File: config.mk
export PLATFORM = sky130hd
export DESIGN_NAME = seq_squarer
export DESIGN_NICKNAME = d
export VERILOG_FILES = /design/src/rtl/seq_squarer.sv
export SDC_FILE = /design/constraint.sdc
export NUM_CORES = 1
export LEC_CHECK = 0
export CORE_MARGIN = 3
export CORE_UTILIZATION = 63
export CTS_CLUSTER_SIZE = 20
export DETAILED_ROUTE_END_ITERATION = 7
export GPL_TIMING_DRIVEN = 0
export PLACE_DENSITY = 0.88
export SLEW_MARGIN = 25
export SYNTH_ARGS = -nofsm -noshare
export SYNTH_HDL_FRONTEND = slang
export SYNTH_SLANG_ARGS = --single-unit
File: constraint.sdc
create_clock -name clk -period 5.3 [get_ports clk]
set_input_delay 0.795 -clock clk [delete_from_list [all_inputs] [get_ports clk]]
set_output_delay 0.795 -clock clk [all_outputs]
set_load 0.02 [all_outputs]
File: src/rtl/seq_squarer.sv
// seq_squarer -- iterative shift-and-add squarer.
//
// Squares an unsigned WIDTH-bit operand into an exact 2*WIDTH-bit result.
// Each CALC cycle folds one multiplier bit into the accumulator, so the
// result is available WIDTH+1 cycles after start is accepted.
//
// Optional build macro: SQ_EARLY_EXIT_EN
//   When defined, CALC ends as soon as no set multiplier bits remain.
//   Latency becomes (highest set bit index of x_in) + 2, minimum 2.
//   When undefined, latency is fixed and no zero-detect logic exists.
//
// Ports:
//   clk     rising-edge clock
//   rst_n   synchronous active-low reset
//   start   request pulse, sampled only in IDLE
//   x_in    WIDTH-bit unsigned operand, captured with start
//   ready   high in IDLE
//   busy    high in CALC
//   done    one-cycle pulse in DONE
//   sq_out  2*WIDTH-bit result, valid from the done cycle onward
//
// state | meaning
// ------+------------------------------------------------------
// IDLE  | waiting for start; ready=1
// CALC  | one shift-and-add step per cycle; busy=1
// DONE  | sq_out holds the new square; done=1 for this cycle

module seq_squarer #(
    parameter int WIDTH = 16
) (
    input  logic                 clk,
    input  logic                 rst_n,
    input  logic                 start,
    input  logic [WIDTH-1:0]     x_in,
    output logic                 ready,
    output logic                 busy,
    output logic                 done,
    output logic [2*WIDTH-1:0]   sq_out
);

    localparam int CW = $clog2(WIDTH + 1);
    localparam logic [CW-1:0] LAST_CNT = CW'(WIDTH - 1);

    typedef enum logic [1:0] {
        S_IDLE,
        S_CALC,
        S_DONE
    } state_t;

    state_t               state;
    logic [2*WIDTH-1:0]   mcand;
    logic [WIDTH-1:0]     mplier;
    logic [2*WIDTH-1:0]   acc;
    logic [CW-1:0]        cnt;

    logic [2*WIDTH-1:0]   acc_sum;
    logic [WIDTH-1:0]     mplier_shr;
    logic                 last_step;

    always_comb begin
        acc_sum    = mplier[0] ? (acc + mcand) : acc;
        mplier_shr = mplier >> 1;
`ifdef SQ_EARLY_EXIT_EN
        // No remaining multiplier bits means every further step adds zero.
        last_step  = (cnt == LAST_CNT) || (mplier_shr == '0);
`else
        last_step  = (cnt == LAST_CNT);
`endif
    end

    always_ff @(posedge clk) begin
        if (!rst_n) begin
            state  <= S_IDLE;
            ready  <= 1'b1;
            busy   <= 1'b0;
            done   <= 1'b0;
            sq_out <= '0;
            mcand  <= '0;
            mplier <= '0;
            acc    <= '0;
            cnt    <= '0;
        end else begin
            case (state)
                S_IDLE: begin
                    if (start) begin
                        mcand  <= {{WIDTH{1'b0}}, x_in};
                        mplier <= x_in;
                        acc    <= '0;
                        cnt    <= '0;
                        state  <= S_CALC;
                        ready  <= 1'b0;
                        busy   <= 1'b1;
                    end
                end
                S_CALC: begin
                    acc    <= acc_sum;
                    mcand  <= mcand << 1;
                    mplier <= mplier_shr;
                    cnt    <= cnt + 1'b1;
                    if (last_step) begin
                        // Result lands together with done.
                        sq_out <= acc_sum;
                        state  <= S_DONE;
                        busy   <= 1'b0;
                        done   <= 1'b1;
                    end
                end
                S_DONE: begin
                    state <= S_IDLE;
                    done  <= 1'b0;
                    ready <= 1'b1;
                end
                default: begin
                    state <= S_IDLE;
                    ready <= 1'b1;
                    busy  <= 1'b0;
                    done  <= 1'b0;
                end
            endcase
        end
    end

endmodule
==> flow_summary_export.csv, run 1 <==
group,metric,value,unit
final_layout,num-fill-cells,618,
sta,clock.fmax,0.3209,GHz
power,power,2.344,mW
logic_synthesis,synth_seq_cells,122,
logic_synthesis,synth_cell_types,63,
power,power.density,310.4,mW/mm²
global_route,grt-ovfl-total,0,
final_layout,final_cell_mix,"nor2_1 (141), dfxtp_1 (122), a21oi_1 (69), clkdlybuf4s50_1 (53), nand2_1 (42)",
outcome,violations,"design-rule violations",
logic_synthesis,synth_edf_count,0,
route,drt_iter0_drc,783,
setup_path,reg2reg_to,"sq_out[18]",
setup_path,crit_chain,"ha_1 > fa_1 > a21o_1 > a2bb2oi_2 > o32ai_2 > nor3_4 > o21ai_2 > or3_1 > a21oi_2 > mux2_1 > a21oi_1",
setup_path,criticalPathCategory,"register to register",
route,via_per_inst,6.577,
logic_synthesis,postSynthAreaPerCell,8.629,µm²
placed_design,portBuffers,53,
route,drc,19,
setup_path,cp-startpoint,"mcand[0]",
setup_path,worstPathArrival,3580,ps
setup_path,worst-path-max-fanout,4,
placed_design,placed_area,0.006939,mm²
clock_tree,root_buffer,"clkbuf_8",
final_layout,drive_gt1_frac,0.08529,
floorplan,initial_core_util,0.6604,
sta,slew_violations,0,
setup_path,critical-path-top-delay-family,"compound AO/OA/AOI/OAI gates",
floorplan,rows,35,
logic_synthesis,synth_cells,724,
route,drt_first_pass_iters,8,
worst_hold_path,min_path_cells,1,
logic_synthesis,synth-warning-count,0,
logic_synthesis,netlist_area,0.006247,mm²
setup_path,r2r-start,"mcand[0]",
worst_hold_path,hold_path.class,"register to register",
power,intPower,1.739,mW
placed_design,pre_cts_slack,2274,ps
sta,fin_crit,3117,ps
final_layout,layout_commonest_cell,"nor2_1",
clock_tree,postCtsResizedCells,0,
sta,hold_violations,0,
final_layout,finalNonFillerCells,938,
worst_hold_path,holdCritStartpoint,"ready",
setup_path,crit_buf_inv,0,
clock_tree,cts.sinks,122,
global_route,grt_max_degree,17,
clock_tree,cts_hold_buffers,0,
sta,fin_ws,2183,ps
final_layout,diodes,0,
floorplan,fp.dieH,105.6,µm
job,maxCapViolations,0,
route,routedWlPerCell,20.78,µm
placed_design,place_hpwl,13.91,mm
sta,worst_pin_slew,1064,ps
setup_path,endpoint_kind,"register",
sta,finClkSkew,8.106,ps
placed_design,place_congestion,0.9734,
logic_synthesis,ys_seq_area_frac,0.3909,
global_route,grt_pass1_vias,6132,
sta,rsz0062_at_grt,"no",
logic_synthesis,ys.flop_type,"dfxtp_1",
clock_tree,htree_levels,4,
floorplan,core,0.009459,mm²
setup_path,cp_slowest_cell,"fa_1",
floorplan,ios,54,
power,p_sw,0.6046,mW
sta,fin_tns_setup,0,ps
clock_tree,post-cts-setup-buffers,0,
power,power.leakage,2.999,nW
clock_tree,cts_buffers,17,
clock_tree,clk_latency,540,ps
power,vdd_drop_max,0.2575,mV
final_layout,nNetsFinal,849,
sta,maxSlewHeadroom,0.2849,
clock_tree,clk_pin_slew,70,ps
logic_synthesis,ys_async_sr_fraction,0,
power,swShare,0.2580,
global_route,antenna_found_initial,0,
final_layout,syn_to_final_growth,20.87,%
route,drt-total-wl,19.49,mm
setup_path,regToRegSetupSlack,2180,ps
placed_design,dp.cells,906,
global_route,grt_usage,0.3607,
power,p_comb_frac,0.079,
sta,setup_viol_count_final,0,
clock_tree,cts_tree,"built",
logic_synthesis,syn_nets,777,
worst_hold_path,whs_endpoint,"ready",
route,vias,6169,
setup_path,worst_setup_path_start_kind,"register",
setup_path,cp.required,5770,ps
route,ant_nets,0,
sta,layout_worst_path_cycle_share,0.5880,
power,seqPwrFrac,0.407,
setup_path,cpPeakStageDelay,450,ps
setup_path,reg2reg_depth,11,
outcome,run_status,"finished, violations left",
power,power_frac_clock,0.514,
global_route,grt_pass1_wl,31.89,mm
clock_tree,cts_buffer_depth,2,
final_layout,fin_area,0.007551,mm²
floorplan,fp.dieW,105.6,µm
floorplan,dieArea,0.01115,mm²
-- routing by layer --
layer | global-route usage | routed length [µm]
met1 | 0.4624 | 7822
met2 | 0.5774 | 8863
met3 | 0.08879 | 1963
met4 | 0.1582 | 838
met5 | 0 | 0
-- synth_stat cells (all sizes together) (2+ instances only) --
cell	number	area (µm²)
xor2	10	87.58
dfxtp	122	2442
and3	4	25.02
buf	9	41.29
xnor2	20	175.2
o221a	2	22.52
clkbuf	40	150.1
nand2	42	157.7
nand2b	4	25.02
o31ai	3	32.53
ha	33	412.9
mux2i	11	110.1
nor2b	3	18.77
nand4	5	43.79
a222oi	28	280.3
or4	2	15.01
nor4	2	12.51
a21o	12	90.09
inv	11	41.29
o21ai	25	132.6
a211o	2	17.52
mux2	4	48.79
o211ai	4	43.79
a32o	7	70.07
o221ai	2	23.77
a22oi	35	267.8
nor2	141	529.3
a21oi	75	397.9
and2	3	20.02
a211oi	19	147.6
nor3	12	71.32
o21bai	7	56.30
a31oi	2	12.51
o211a	3	30.03
nand3	5	25.02
or2	2	12.51
a2bb2oi	4	41.29
-- cells by family (layout without fill, tap and decap cells) --
group                      after synthesis  count (layout)  synth area share
muxes                                   15              15           0.02544
xor gates and xnor gates                30              30           0.04206
AOI/OAI and AO/OA                      235             235            0.2786
buffers and inverters                   60             145           0.03725
DFF                                    122             122            0.3909
and+or+nand+nor                        228             228            0.1564
adders and majority gates               34              34           0.06930
-- flip-flops by register name, indices dropped and copies added, names as in the netlist --
signal and cells:
mplier 16, cnt 5, mcand 32, sq_out 32, busy 1, ready 1, state 2, done 1
acc 32
-- metrics by stage --
step | hold WS, ps | utilization
2_1_floorplan | 454.4 | -
3_3_place_gp | 439.2 | 0.7336
3_5_place_dp | 446.5 | 0.7336
4_1_cts | 483.0 | 0.7983
5_1_grt | 505.4 | 0.7983
6_report | 479.4 | 0.7983
-- worst max-delay path by stage --
stage	end	slack, ps	cells after the start
floorplan	sq_out[18]	2610	11
global placement	sq_out[18]	2280	11
detailed placement	sq_out[18]	2270	11
CTS	sq_out[18]	2220	11
global route	sq_out[18]	2030	11
finish	sq_out[18]	2180	11
-- power by group through the flow --
stage / Clock [mW] / Sequential [mW] / Combinational (mW)
after floorplan: 0 / 0.968 / 0.113
after global placement: 0 / 0.972 / 0.172
after detailed placement: 0 / 0.973 / 0.177
after CTS: 1.20 / 0.953 / 0.180
after global routing: 1.24 / 0.955 / 0.199
final: 1.20 / 0.954 / 0.186
-- final cells by class --
class                   count  area [µm²]  share of cell area
plain buffers              49       191.4             0.02535
clock buffers              18       427.9             0.05667
clock inverters            14       183.9             0.02436
inverters                  11       41.29            0.005468
multi-input cells         542        3572              0.4731
flip-flops and latches    122        2442              0.3234
well taps                 129       161.4             0.02138
repair buffers             53       530.5             0.07026
Note: power is estimated with default switching activity, not from simulation.
==> inputs of run 2 (changes only) <==
CORE_UTILIZATION = 58   (was 63)
PLACE_DENSITY = 0.82   (was 0.88)
clock period = 3 ns   (was 5.3 ns; I/O delays follow)
==> run 2 against run 1 <==
  * The run still ends with design-rule violations left
  * Critical endpoint unchanged
  * Register-to-register slack worse by 2100 ps
  * Clock skew down 0.59 ps
  * Global-route usage down 4.8 points
  * Largest power group unchanged
  * Critical path type unchanged
  * Non-clock buffer count unchanged
==> flow_summary_export.csv, run 2 (synthesis gave the netlist of run 1 again) <==
group,metric,value,unit
setup_path,worstPathArrival,3350,ps
floorplan,fp.dieH,109.8,µm
outcome,violations,"design-rule violations",
final_layout,drive_gt1_frac,0.08302,
power,p_comb_frac,0.084,
clock_tree,clk_latency,530,ps
sta,finClkSkew,7.521,ps
global_route,grt_pass1_vias,5575,
route,routedWlPerCell,19.87,µm
route,vias,6117,
placed_design,place_congestion,0.8982,
setup_path,crit_buf_inv,0,
clock_tree,clk_pin_slew,60,ps
clock_tree,cts_tree,"built",
final_layout,diodes,0,
final_layout,num-fill-cells,807,
power,intPower,2.953,mW
setup_path,endpoint_kind,"register",
worst_hold_path,hold_path.class,"register to register",
final_layout,syn_to_final_growth,20.49,%
setup_path,crit_chain,"ha_2 > fa_1 > a21o_1 > a2bb2oi_4 > o32ai_4 > nor3_4 > o21ai_2 > or3_1 > a21oi_2 > mux2_1 > a21oi_1",
sta,fin_ws,111.5,ps
sta,fin_crit,2889,ps
global_route,grt_pass1_wl,28.76,mm
final_layout,final_cell_mix,"nor2_1 (141), dfxtp_1 (122), a21oi_1 (69), clkdlybuf4s50_1 (53), clkbuf_1 (43)",
global_route,antenna_found_initial,0,
sta,setup_viol_count_final,0,
floorplan,rows,37,
setup_path,cp_slowest_cell,"fa_1",
power,vdd_drop_max,0.3065,mV
clock_tree,htree_levels,4,
floorplan,core,0.01042,mm²
floorplan,fp.dieW,109.8,µm
placed_design,dp.cells,913,
clock_tree,cts_buffer_depth,2,
power,power_frac_clock,0.488,
clock_tree,cts_buffers,17,
final_layout,finalNonFillerCells,943,
sta,rsz0062_at_grt,"yes",
sta,slew_violations,0,
sta,layout_worst_path_cycle_share,0.9628,
placed_design,place_hpwl,13.36,mm
sta,clock.fmax,0.3462,GHz
floorplan,dieArea,0.01205,mm²
setup_path,criticalPathCategory,"register to register",
power,seqPwrFrac,0.429,
placed_design,portBuffers,53,
route,via_per_inst,6.487,
power,power.density,522.5,mW/mm²
sta,worst_pin_slew,1064,ps
power,power.leakage,2.975,nW
placed_design,pre_cts_slack,-1.859,ps
power,swShare,0.2492,
route,drt_first_pass_iters,8,
route,drc,8,
final_layout,reg_top3,"acc (32), mcand (32), sq_out (32)",
clock_tree,cts_hold_buffers,0,
setup_path,cpPeakStageDelay,400,ps
final_layout,layout_commonest_cell,"nor2_1",
global_route,grt-ovfl-total,0,
clock_tree,cts.sinks,122,
global_route,grt_usage,0.3124,
power,p_sw,0.9799,mW
route,drt-total-wl,18.73,mm
outcome,run_status,"finished, violations left",
sta,hold_violations,0,
route,drt_iter0_drc,756,
floorplan,initial_core_util,0.5998,
setup_path,worst_setup_path_start_kind,"register",
final_layout,nNetsFinal,849,
clock_tree,root_buffer,"clkbuf_8",
setup_path,worst-path-max-fanout,3,
setup_path,critical-path-top-delay-family,"compound AO/OA/AOI/OAI gates",
sta,maxSlewHeadroom,0.2851,
job,maxCapViolations,0,
route,ant_nets,0,
setup_path,cp.required,3460,ps
floorplan,ios,54,
global_route,grt_max_degree,17,
==> run 2: cell types whose count changed in the layout (fill, tap and decap cells not counted), sizes merged <==
cell / before / now
bufinv: 3 / 2
clkbuf: 58 / 61
inv: 17 / 11
clkinv: 3 / 5
==> run 2: timing repair <==
item                                    in CTS  in global routing
endpoints found under the setup margin       1                 11
setup buffers                                1                  0
gates resized for setup                      2                  3
endpoints found under the hold margin        0                  0
pin swaps                                    2                  2
==> run 2: cell type report <==
| class | instances | area, µm² | share of cell area |
|---|---|---|---|
| clock buffer | 21 | 439.2 | 0.05834 |
| buffer | 48 | 187.7 | 0.02493 |
| multi-input combinational | 542 | 3608 | 0.4794 |
| sequential | 122 | 2442 | 0.3245 |
| inverter | 11 | 41.29 | 0.005485 |
| timing repair buffer | 54 | 538.0 | 0.07148 |
| clock inverter | 9 | 100.1 | 0.01330 |
| tap | 136 | 170.2 | 0.02261 |
==> run 2: routing by layer <==
| layer | global-route usage | wire (µm) |
|---|---|---|
| met2 | 0.4818 | 8414 |
| met5 | 0.03125 | 48 |
| met3 | 0.07340 | 2119 |
| met4 | 0.1175 | 475 |
| met1 | 0.4217 | 7676 |
==> run 2: final timing paths <==
| check | endpoint | slack [ps] | from | cells after the start |
|---|---|---|---|---|
| worst min register to register | sq_out[22] | 470 | sq_out[22] | 2 |
| worst max register to register | sq_out[18] | 110 | mcand[0] | 11 |
| worst max-delay path | sq_out[18] | 110 | mcand[0] | 11 |
| worst min-delay path | sq_out[22] | 470 | sq_out[22] | 2 |
==> run 2: per-stage QoR <==
step / utilization / hold WS [ps] / total power, mW / instance area (µm²) / TNS (ps)
floorplan: - / 454.4 / 1.910 / 6247 / 0
global placement: 0.6670 / 450.6 / 2.024 / 6948 / 0
detailed placement: 0.6670 / 460.1 / 2.032 / 6948 / -1.859
CTS: 0.7208 / 470.1 / 3.911 / 7508 / 0
global route: 0.7226 / 500.0 / 4.021 / 7527 / -27.19
finish: 0.7226 / 468.7 / 3.933 / 7527 / 0
==> run 2: power groups by stage <==
stage | registers, mW | clock network (mW) | logic [mW]
floorplan | 1.71 | 0 | 0.199
global placement | 1.72 | 0 | 0.307
detailed placement | 1.72 | 0 | 0.314
CTS | 1.68 | 1.91 | 0.318
global route | 1.69 | 1.98 | 0.350
finish | 1.69 | 1.92 | 0.329
==> run 2: worst reg2reg max path, stage by stage, from the launching register on <==
cell and delay [ps]:
dfxtp_1 350, ha_2 230, fa_1 400, a21o_1 230, a2bb2oi_4 190, o32ai_4 120, nor3_4 200, o21ai_2 110
or3_1 340, a21oi_2 200, mux2_1 330, a21oi_1 130
